[config.mk]
export PLATFORM = sky130hd
export DESIGN_NAME = issue_queue
export DESIGN_NICKNAME = d
export VERILOG_FILES = /design/src/rtl/issue_queue_pkg.sv /design/src/rtl/issue_queue_hazard.sv /design/src/rtl/issue_queue.sv
export SDC_FILE = /design/constraint.sdc
export NUM_CORES = 1
export LEC_CHECK = 0
export ABC_AREA = 1
export CAP_MARGIN = 40
export CORE_ASPECT_RATIO = 0.5
export CORE_MARGIN = 2
export CORE_UTILIZATION = 40
export CTS_BUF_LIST = sky130_fd_sc_hd__clkbuf_8
export DETAILED_ROUTE_END_ITERATION = 10
export PLACE_DENSITY = 0.73
export SETUP_SLACK_MARGIN = 0.5
export SLEW_MARGIN = 20
export SYNTH_ARGS = -nofsm -noshare
export SYNTH_HDL_FRONTEND = slang
export SYNTH_SLANG_ARGS = --single-unit
[constraint.sdc]
create_clock -name clk -period 20.5 [get_ports clk]
set_clock_uncertainty 0.2 [all_clocks]
set_input_delay 4.1 -clock clk [delete_from_list [all_inputs] [get_ports clk]]
set_output_delay 4.1 -clock clk [all_outputs]
set_load 0.01 [all_outputs]
[src/rtl/issue_queue_pkg.sv]
// Shared definitions for the issue queue: packed entry layout, uop type and
// exception encodings, plus a helper that recognises bubble entries.
package issue_queue_pkg;

    localparam int UOP_W  = 8;
    localparam int REG_W  = 5;
    localparam int IMM_W  = 32;
    localparam int EXC_W  = 7;
    localparam int ADDR_W = 32;

    // Entry layout, LSB first: uop, rj, rk, rd, imm, exception, badv, pc, pc_next
    localparam int UOP_LSB     = 0;
    localparam int RJ_LSB      = UOP_LSB + UOP_W;
    localparam int RK_LSB      = RJ_LSB + REG_W;
    localparam int RD_LSB      = RK_LSB + REG_W;
    localparam int IMM_LSB     = RD_LSB + REG_W;
    localparam int EXC_LSB     = IMM_LSB + IMM_W;
    localparam int BADV_LSB    = EXC_LSB + EXC_W;
    localparam int PC_LSB      = BADV_LSB + ADDR_W;
    localparam int PC_NEXT_LSB = PC_LSB + ADDR_W;
    localparam int ENTRY_W     = PC_NEXT_LSB + ADDR_W;

    localparam int UOP_TYPE_LSB  = 4;
    localparam int UOP_TYPE_MSB  = 7;
    localparam int ITYPE_IDX_ALU = 4;

    localparam logic [EXC_W-1:0] EXP_INT = 7'h40;

    function automatic logic isBubble(input logic [ENTRY_W-1:0] e);
        return (e[UOP_TYPE_MSB:UOP_TYPE_LSB] == '0) && (e[EXC_LSB +: EXC_W] == '0);
    endfunction

endpackage

[src/rtl/issue_queue_hazard.sv]
// Decides whether the entry behind the head may dual-issue alongside the head.
module issue_queue_hazard
    import issue_queue_pkg::*;
(
    input  logic [REG_W-1:0] headRd_i,
    input  logic [EXC_W-1:0] headExc_i,
    input  logic [REG_W-1:0] nextRj_i,
    input  logic [REG_W-1:0] nextRk_i,
    input  logic [EXC_W-1:0] nextExc_i,
    input  logic             nextAlu_i,
    output logic             pairOk_o
);

    // r0 is never a real producer, so a head writing r0 creates no dependence
    logic noRaw;
    assign noRaw = (headRd_i == '0) || ((headRd_i != nextRj_i) && (headRd_i != nextRk_i));

    assign pairOk_o = nextAlu_i && (headExc_i == '0) && (nextExc_i == '0) && noRaw;

endmodule

[src/rtl/issue_queue.sv]
// Circular in-order issue queue: accepts up to two decoded instructions per
// cycle and issues up to two to the execute units, oldest first.
module issue_queue
    import issue_queue_pkg::*;
#(
    parameter int DEPTH   = 4,
    parameter int ENTRY_W = issue_queue_pkg::ENTRY_W
) (
    input  logic                         clk,
    input  logic                         rst,
    input  logic                         flush,
    input  logic [ENTRY_W-1:0]           in_entry0,
    input  logic [ENTRY_W-1:0]           in_entry1,
    input  logic                         has_interrupt,
    output logic [1:0]                   num_read,
    input  logic                         eu0_ready,
    input  logic                         eu1_ready,
    output logic                         eu0_en,
    output logic                         eu1_en,
    output logic [ENTRY_W-1:0]           eu0_entry,
    output logic [ENTRY_W-1:0]           eu1_entry,
    output logic [$clog2(DEPTH+1)-1:0]   occupancy
);

    localparam int PTR_W = $clog2(DEPTH);
    localparam int OCC_W = $clog2(DEPTH + 1);

    logic [ENTRY_W-1:0] mem_q [DEPTH];
    logic [PTR_W-1:0]   head_q, head_d, tail_q, tail_d;
    logic [OCC_W-1:0]   occ_q, occ_d;
    logic [PTR_W-1:0]   headNext, tailNext;
    logic               pairOk;
    logic [1:0]         issued, enqCnt;
    logic [OCC_W:0]     freeAfter;
    logic               keep0, keep1;
    logic [ENTRY_W-1:0] wrData0, wrData1;

    assign headNext  = head_q + PTR_W'(1);
    assign tailNext  = tail_q + PTR_W'(1);
    assign eu0_entry = mem_q[head_q];
    assign eu1_entry = mem_q[headNext];
    assign occupancy = occ_q;

    issue_queue_hazard uHazard (
        .headRd_i  (eu0_entry[RD_LSB +: REG_W]),
        .headExc_i (eu0_entry[EXC_LSB +: EXC_W]),
        .nextRj_i  (eu1_entry[RJ_LSB +: REG_W]),
        .nextRk_i  (eu1_entry[RK_LSB +: REG_W]),
        .nextExc_i (eu1_entry[EXC_LSB +: EXC_W]),
        .nextAlu_i (eu1_entry[ITYPE_IDX_ALU]),
        .pairOk_o  (pairOk)
    );

    assign eu0_en = (occ_q != '0) && eu0_ready && !flush;
    assign eu1_en = eu0_en && (occ_q >= OCC_W'(2)) && eu1_ready && pairOk;
    assign issued = {1'b0, eu0_en} + {1'b0, eu1_en};

    // Slots freed by this cycle's issue are already available to upstream
    assign freeAfter = (OCC_W+1)'(DEPTH) - {1'b0, occ_q} + (OCC_W+1)'(issued);

    always_comb begin
        if (rst) begin
            num_read = 2'b11;
        end else if (flush) begin
            num_read = 2'b00;
        end else if (freeAfter >= (OCC_W+1)'(2)) begin
            num_read = 2'b11;
        end else if (freeAfter == (OCC_W+1)'(1)) begin
            num_read = 2'b01;
        end else begin
            num_read = 2'b00;
        end
    end

    assign keep0  = num_read[0] && !isBubble(in_entry0);
    assign keep1  = num_read[1] && !isBubble(in_entry1);
    assign enqCnt = {1'b0, keep0} + {1'b0, keep1};

    // Bubbles are squeezed out, so the first kept entry always lands at tail
    // and is the one that carries a pending interrupt
    always_comb begin
        wrData0 = keep0 ? in_entry0 : in_entry1;
        wrData1 = in_entry1;
        if (has_interrupt) begin
            wrData0[EXC_LSB +: EXC_W] = EXP_INT;
        end
    end

    always_comb begin
        head_d = head_q + PTR_W'(issued);
        tail_d = tail_q + PTR_W'(enqCnt);
        occ_d  = occ_q - OCC_W'(issued) + OCC_W'(enqCnt);
        if (flush) begin
            head_d = '0;
            tail_d = '0;
            occ_d  = '0;
        end
    end

    always_ff @(posedge clk or posedge rst) begin
        if (rst) begin
            head_q <= '0;
            tail_q <= '0;
            occ_q  <= '0;
        end else begin
            head_q <= head_d;
            tail_q <= tail_d;
            occ_q  <= occ_d;
        end
    end

    always_ff @(posedge clk) begin
        if (enqCnt != 2'd0) begin
            mem_q[tail_q] <= wrData0;
        end
        if (enqCnt == 2'd2) begin
            mem_q[tailNext] <= wrData1;
        end
    end

endmodule

# ---- Word-level counts from Yosys, hierarchy flattened
# Memory sizes are Yosys's and may differ from the RTL's.
# Cells that the tools add are included.
dict set report word_totals {
  inputBits 322
  register_bits 7
  mem_count 1
  mem_bits_rw 632
}
# memory depth word_bits read_ports rd_clocked_by_memory_dff wr line_no
set mem_list {}
lappend mem_list {mem_q 4 158 2 0 2 issue_queue.sv:28} ;# logic [ENTRY_W-1:0] mem_q [DEPTH];
dict set report op_classes {
  reduce_logical 26
  n_addsub 10
  mux 13
  n_eq_ne 4
  n_lt_le_gt_ge 2
}
# op count
set ops {}
lappend ops {{158-bit 2-to-1 mux} 1}
lappend ops {{7-bit logical NOT} 4}
lappend ops {{1-bit logical AND} 13}
lappend ops {{2-bit 2-to-1 mux} 5}
lappend ops {{5-bit != test} 2}
lappend ops {{4-bit logical NOT} 2}
lappend ops {{7-bit 2-to-1 mux} 1}
lappend ops {{5-bit logical NOT} 1}
lappend ops {{1-bit 2-to-1 mux} 5}
lappend ops {{1-bit by 1-bit adder with 2-bit output} 2}
lappend ops {{2-bit by 1-bit adder with 2-bit output, second input constant} 2}
lappend ops {{2-bit adder} 2}
lappend ops {{4-bit by 2-bit adder with 4-bit output} 1}
lappend ops {{4-bit by 1-bit == test with 1-bit output, second input constant} 1}
lappend ops {{4-bit by 2-bit >= comparator with 1-bit output, second input constant} 1}
lappend ops {{3-bit by 3-bit subtractor with 4-bit output, first input constant} 1}
lappend ops {{3-bit by 2-bit adder with 3-bit output} 1}
lappend ops {{3-bit by 2-bit >= comparator with 1-bit output, second input constant} 1}
lappend ops {{1-bit logical NOT} 3}
lappend ops {{3-bit 2-to-1 mux} 1}
lappend ops {{3-bit nonzero test} 1}
lappend ops {{3-bit by 2-bit subtractor with 3-bit output} 1}
lappend ops {{2-bit == test, second input constant} 1}
lappend ops {{2-bit nonzero test} 1}
lappend ops {{1-bit logical OR} 1}

# ---- Logic depth before layout (Yosys ltp)
# An unclocked memory read counts as a cell.
dict set report depth {
  word_depth 19
  depth_mapped 35
  mapped_depth_nobuf 31
}

# ---- Modules after synthesis
# A second synthesis with hierarchy kept.
dict set report hier_totals {
  hier_cells 4695
  hier_area_um2 39160.1
}
# mod seq_area_each_um2 cells_each area_each_um2 instances
set modules_own_cells {}
lappend modules_own_cells {issue_queue 19153.4 4635 38912.3 1}
lappend modules_own_cells {issue_queue_hazard 0.0 60 247.7 1}

# ---- Worst setup path after synthesis
# Ideal clock, no wire load.
dict set report synth_path {
  path_type {input-to-reg}
  start {input flush}
  end {memory mem_q[3][0] in the netlist's numbering (enable)}
  path_buffers 3
  t_required_ns 19.393
  arrival_time_ns 18.383
  setup_slack_ns 1.010
  stages 20
  path_cell_list {buf_2 nor3_1 nand4_1 nor2_1 nand2_1 a21oi_1 ha_1 inv_1 ha_1 fa_1 nand2_1 inv_1 nand3_1 nand2_1 nand2_4 nand2_4 buf_6 buf_6 ha_1 o31ai_1}
}
# element line_no
set synth_lines {}
lappend synth_lines {{start, declared} issue_queue.sv:11} ;# input logic flush,
lappend synth_lines {{end, declared} issue_queue.sv:28}

# ---- Final worst setup path
dict set report layout_path {
  start {input flush}
  end {output num_read[0]}
}
dict set report layout_between {
  elab_chain_len 12
}
# element line_no
set layout_rtl {}
lappend layout_rtl {{branches (longest 10 deep; another with 4-bit by 2-bit adder with 4-bit output)} -}
lappend layout_rtl {{2-bit 2-to-1 mux *} issue_queue.sv:64} ;# end else if (flush) begin
lappend layout_rtl {{2-bit 2-to-1 mux *} issue_queue.sv:62} ;# if (rst) begin
lappend layout_rtl {{end, declared} issue_queue.sv:15} ;# output logic [1:0] num_read,
# Mark *: on every way between the ends.

==> results_dict.tcl <==
set metrics [dict create \
    status "completed" \
    clk_pin_slew_worst_paths_ps 60 \
    clock-sinks 639 \
    ys.flop_type "edfxtp_1" \
    sw_frac_of_total 0.422 \
    synth_seq_cells 639 \
    cts_resized 0 \
    hp-start "occupancy[0]$_DFF_PP0_" \
    start_kind "input port" \
    die_w_um 439 \
    top_level_ports 645 \
    dieHeight_um 222 \
    slew_viol_final 0 \
    clockBufferDepth 3 \
    stdcell_area_um2 47200 \
    dp_hpwl_um 85300 \
    rsz0062_at_grt "no" \
    wl_met1_um 48400 \
    via_per_inst 5.55 \
    p_sw_mw 3.09 \
    pwr-share-seq 0.360 \
    synthDistinctLibCells 40 \
    r2r_slack_ps 11530 \
    layout_min_cycle_time_ps 11820 \
    synth_async_sr_flop_share 0.0110 \
    clock_latency_ps 800 \
    ir_drop_mv 0.112 \
    grt_pass1_vias 34600 \
    syn_area_per_cell_um2 8.04 \
    postPlaceCellArea_um2 45100 \
    gp_congestion 0.875 \
    fin_tns_setup_ps 0 \
    rows 79 \
    yosys_warnings 0 \
    grt_pass1_wl_um 201000 \
    post_cts_buffers 0 \
    end_kind "output pin" \
    cts_tree "built" \
    tightest_slew_ps 1270 \
    initial_core_util 0.406 \
    synth.top_cells.by_area "edfxtp_1 50%, nand2_1 11%, nor2_1 7.1%" \
    slew_headroom 0.154 \
    design.die.area_um2 97300 \
    met2WireLength_um 65700 \
    finalNetCount 5498 \
    vias 36400 \
    critical_path_class "in -> out" \
    clock.fmax_mhz 84.6 \
    drt-pass1-iter-count 6 \
    hold_viol_final 0 \
    syn-num-nets 5047 \
    layout-drive-gt1-share 0.0706 \
    min_path_type "reg -> reg" \
    root_buffer "clkbuf_8" \
    hold_slack_ps 501 \
    met3_wirelength_um 10400 \
    routed_wl_um 135000 \
    max_cap_violations 0 \
    leakagePower_nw 17.2 \
    synth_top_cell_by_area "edfxtp_1" \
    period_share 0.577 \
    hold_depth 3 \
    route.detailed.drc 0 \
    area_growth_pct 24.7 \
    powerDensity_nw_per_um2 155 \
    syn-cell-area_um2 37900 \
    crit_arrival_ps 7520 \
    ant_nets 0 \
    cellInternalPower_mw 4.24 \
    drt_iter0_drc 3538 \
    layout_common_cells "1147 x nand2_1, 719 x nor2_1, 644 x clkdlybuf4s50_1, 632 x edfxtp_1, 534 x o21ai_0" \
    pwr-share-clk 0.142 \
    antenna_found_initial 58 \
    final_common_cell "nand2_1" \
    rr_worst_depth 35 \
    overflow 0 \
    numPortBuffers 644 \
    pwr-share-comb 0.497 \
    r2r_end "mem_q[3][99]$_DFFE_PP_" \
    holdBufCountCts 0 \
    wl_per_cell_um 20.6 \
    numCtsBuffers 100 \
    htree_levels 3 \
    r2r-start "head_q[0]$_DFF_PP0_" \
    grtUsageTotal 0.267 \
    yosysTopAreaCellShare 0.501 \
    core_area_um2 93400 \
    whs_endpoint "occupancy[0]$_DFF_PP0_" \
    ys_seq_area_frac 0.506 \
    grt_max_degree 230 \
    top_layer "met5" \
    setup_viol 0 \
    path_max_fanout 10 \
    synth_enable_flop_cells 632 \
    required_ps 16200 \
    netlist_instances 4713 \
]
==> worst max-delay path, stage by stage <==
cell	delay, ps
clkdlybuf4s50_1	600
nor3_1	270
nand4_1	110
nor2_1	90
nand2_1	60
a21oi_1	210
ha_1	310
inv_1	70
ha_1	180
fa_1	450
nand2_1	80
inv_1	40
nand3_1	70
nand2_1	100
nand2_4	140
clkdlybuf4s50_1	630
==> cell type report <==
cell class,count,area (µm²)
repair buffers,713,7450
clock buffers,102,1400
diodes,58,145
fillers,8462,46200
inverters,219,835
flip-flops and latches,639,19200
multi-input cells,3491,16300
clock inverters,78,417
well taps,1255,1570
==> cell usage after synthesis (8+ instances only) <==
cell type / count
a21oi_1: 145
buf_1: 11
buf_2: 73
buf_4: 13
buf_6: 13
buf_8: 10
clkbuf_1: 241
edfxtp_1: 632
ha_1: 9
inv_1: 215
nand2_1: 1148
nand3_1: 48
nor2_1: 721
o211ai_1: 8
o21ai_0: 534
o21ai_1: 522
o21ai_2: 163
o22ai_1: 148
==> per-stage QoR <==
stage | power, mW | setup WS [ps] | instances | util
2_1_floorplan | 4.75 | 1010 | 4713 | -
3_3_place_gp | 6.09 | 8710 | 6291 | 0.478
3_5_place_dp | 6.24 | 8710 | 6307 | 0.482
4_1_cts | 7.28 | 8710 | 6487 | 0.502
5_1_grt | 7.72 | 8400 | 6553 | 0.506
6_report | 7.34 | 8680 | 6555 | 0.506
==> power by group through the flow <==
stage / Clock (mW) / Sequential (mW) / Combinational [mW]
after floorplan: 0 / 2.88 / 1.87
after global routing: 1.11 / 2.71 / 3.91
after detailed placement: 0 / 2.66 / 3.58
after global placement: 0 / 2.63 / 3.46
final: 1.04 / 2.64 / 3.65
after CTS: 1.05 / 2.64 / 3.60
==> sequential cells by signal (all words and copies together) (netlist names) <==
| register | count |
|---|---|
| tail_q | 2 |
| occupancy | 3 |
| mem_q | 632 |
| head_q | 2 |
==> routing by layer <==
metal,global-route usage,vias to the layer above
li1,-,17100
met5,0,-
met1,0.305,17100
met2,0.440,1751
met4,0.217,2
met3,0.0461,449
==> how the worst max path moves through the flow <==
stage          start               endpoint  slack (ps)
2_1_floorplan  flush  mem_q[3][0]$_DFFE_PP_        1010
3_3_place_gp   flush            num_read[0]        8710
3_5_place_dp   flush            num_read[0]        8710
4_1_cts        flush            num_read[0]        8710
5_1_grt        flush            num_read[0]        8400
6_report       flush            num_read[0]        8680
==> cells by family after synthesis <==
kind of cell,Yosys count,share of synthesized area
compound gates,1528,0.224
buf+inv,583,0.0676
fa+ha+maj,12,0.00456
simple gates,1941,0.196
mux,2,0.000528
flops,639,0.506
xor+xnor,8,0.00185
No activity file was read; power rests on OpenSTA's default activity.
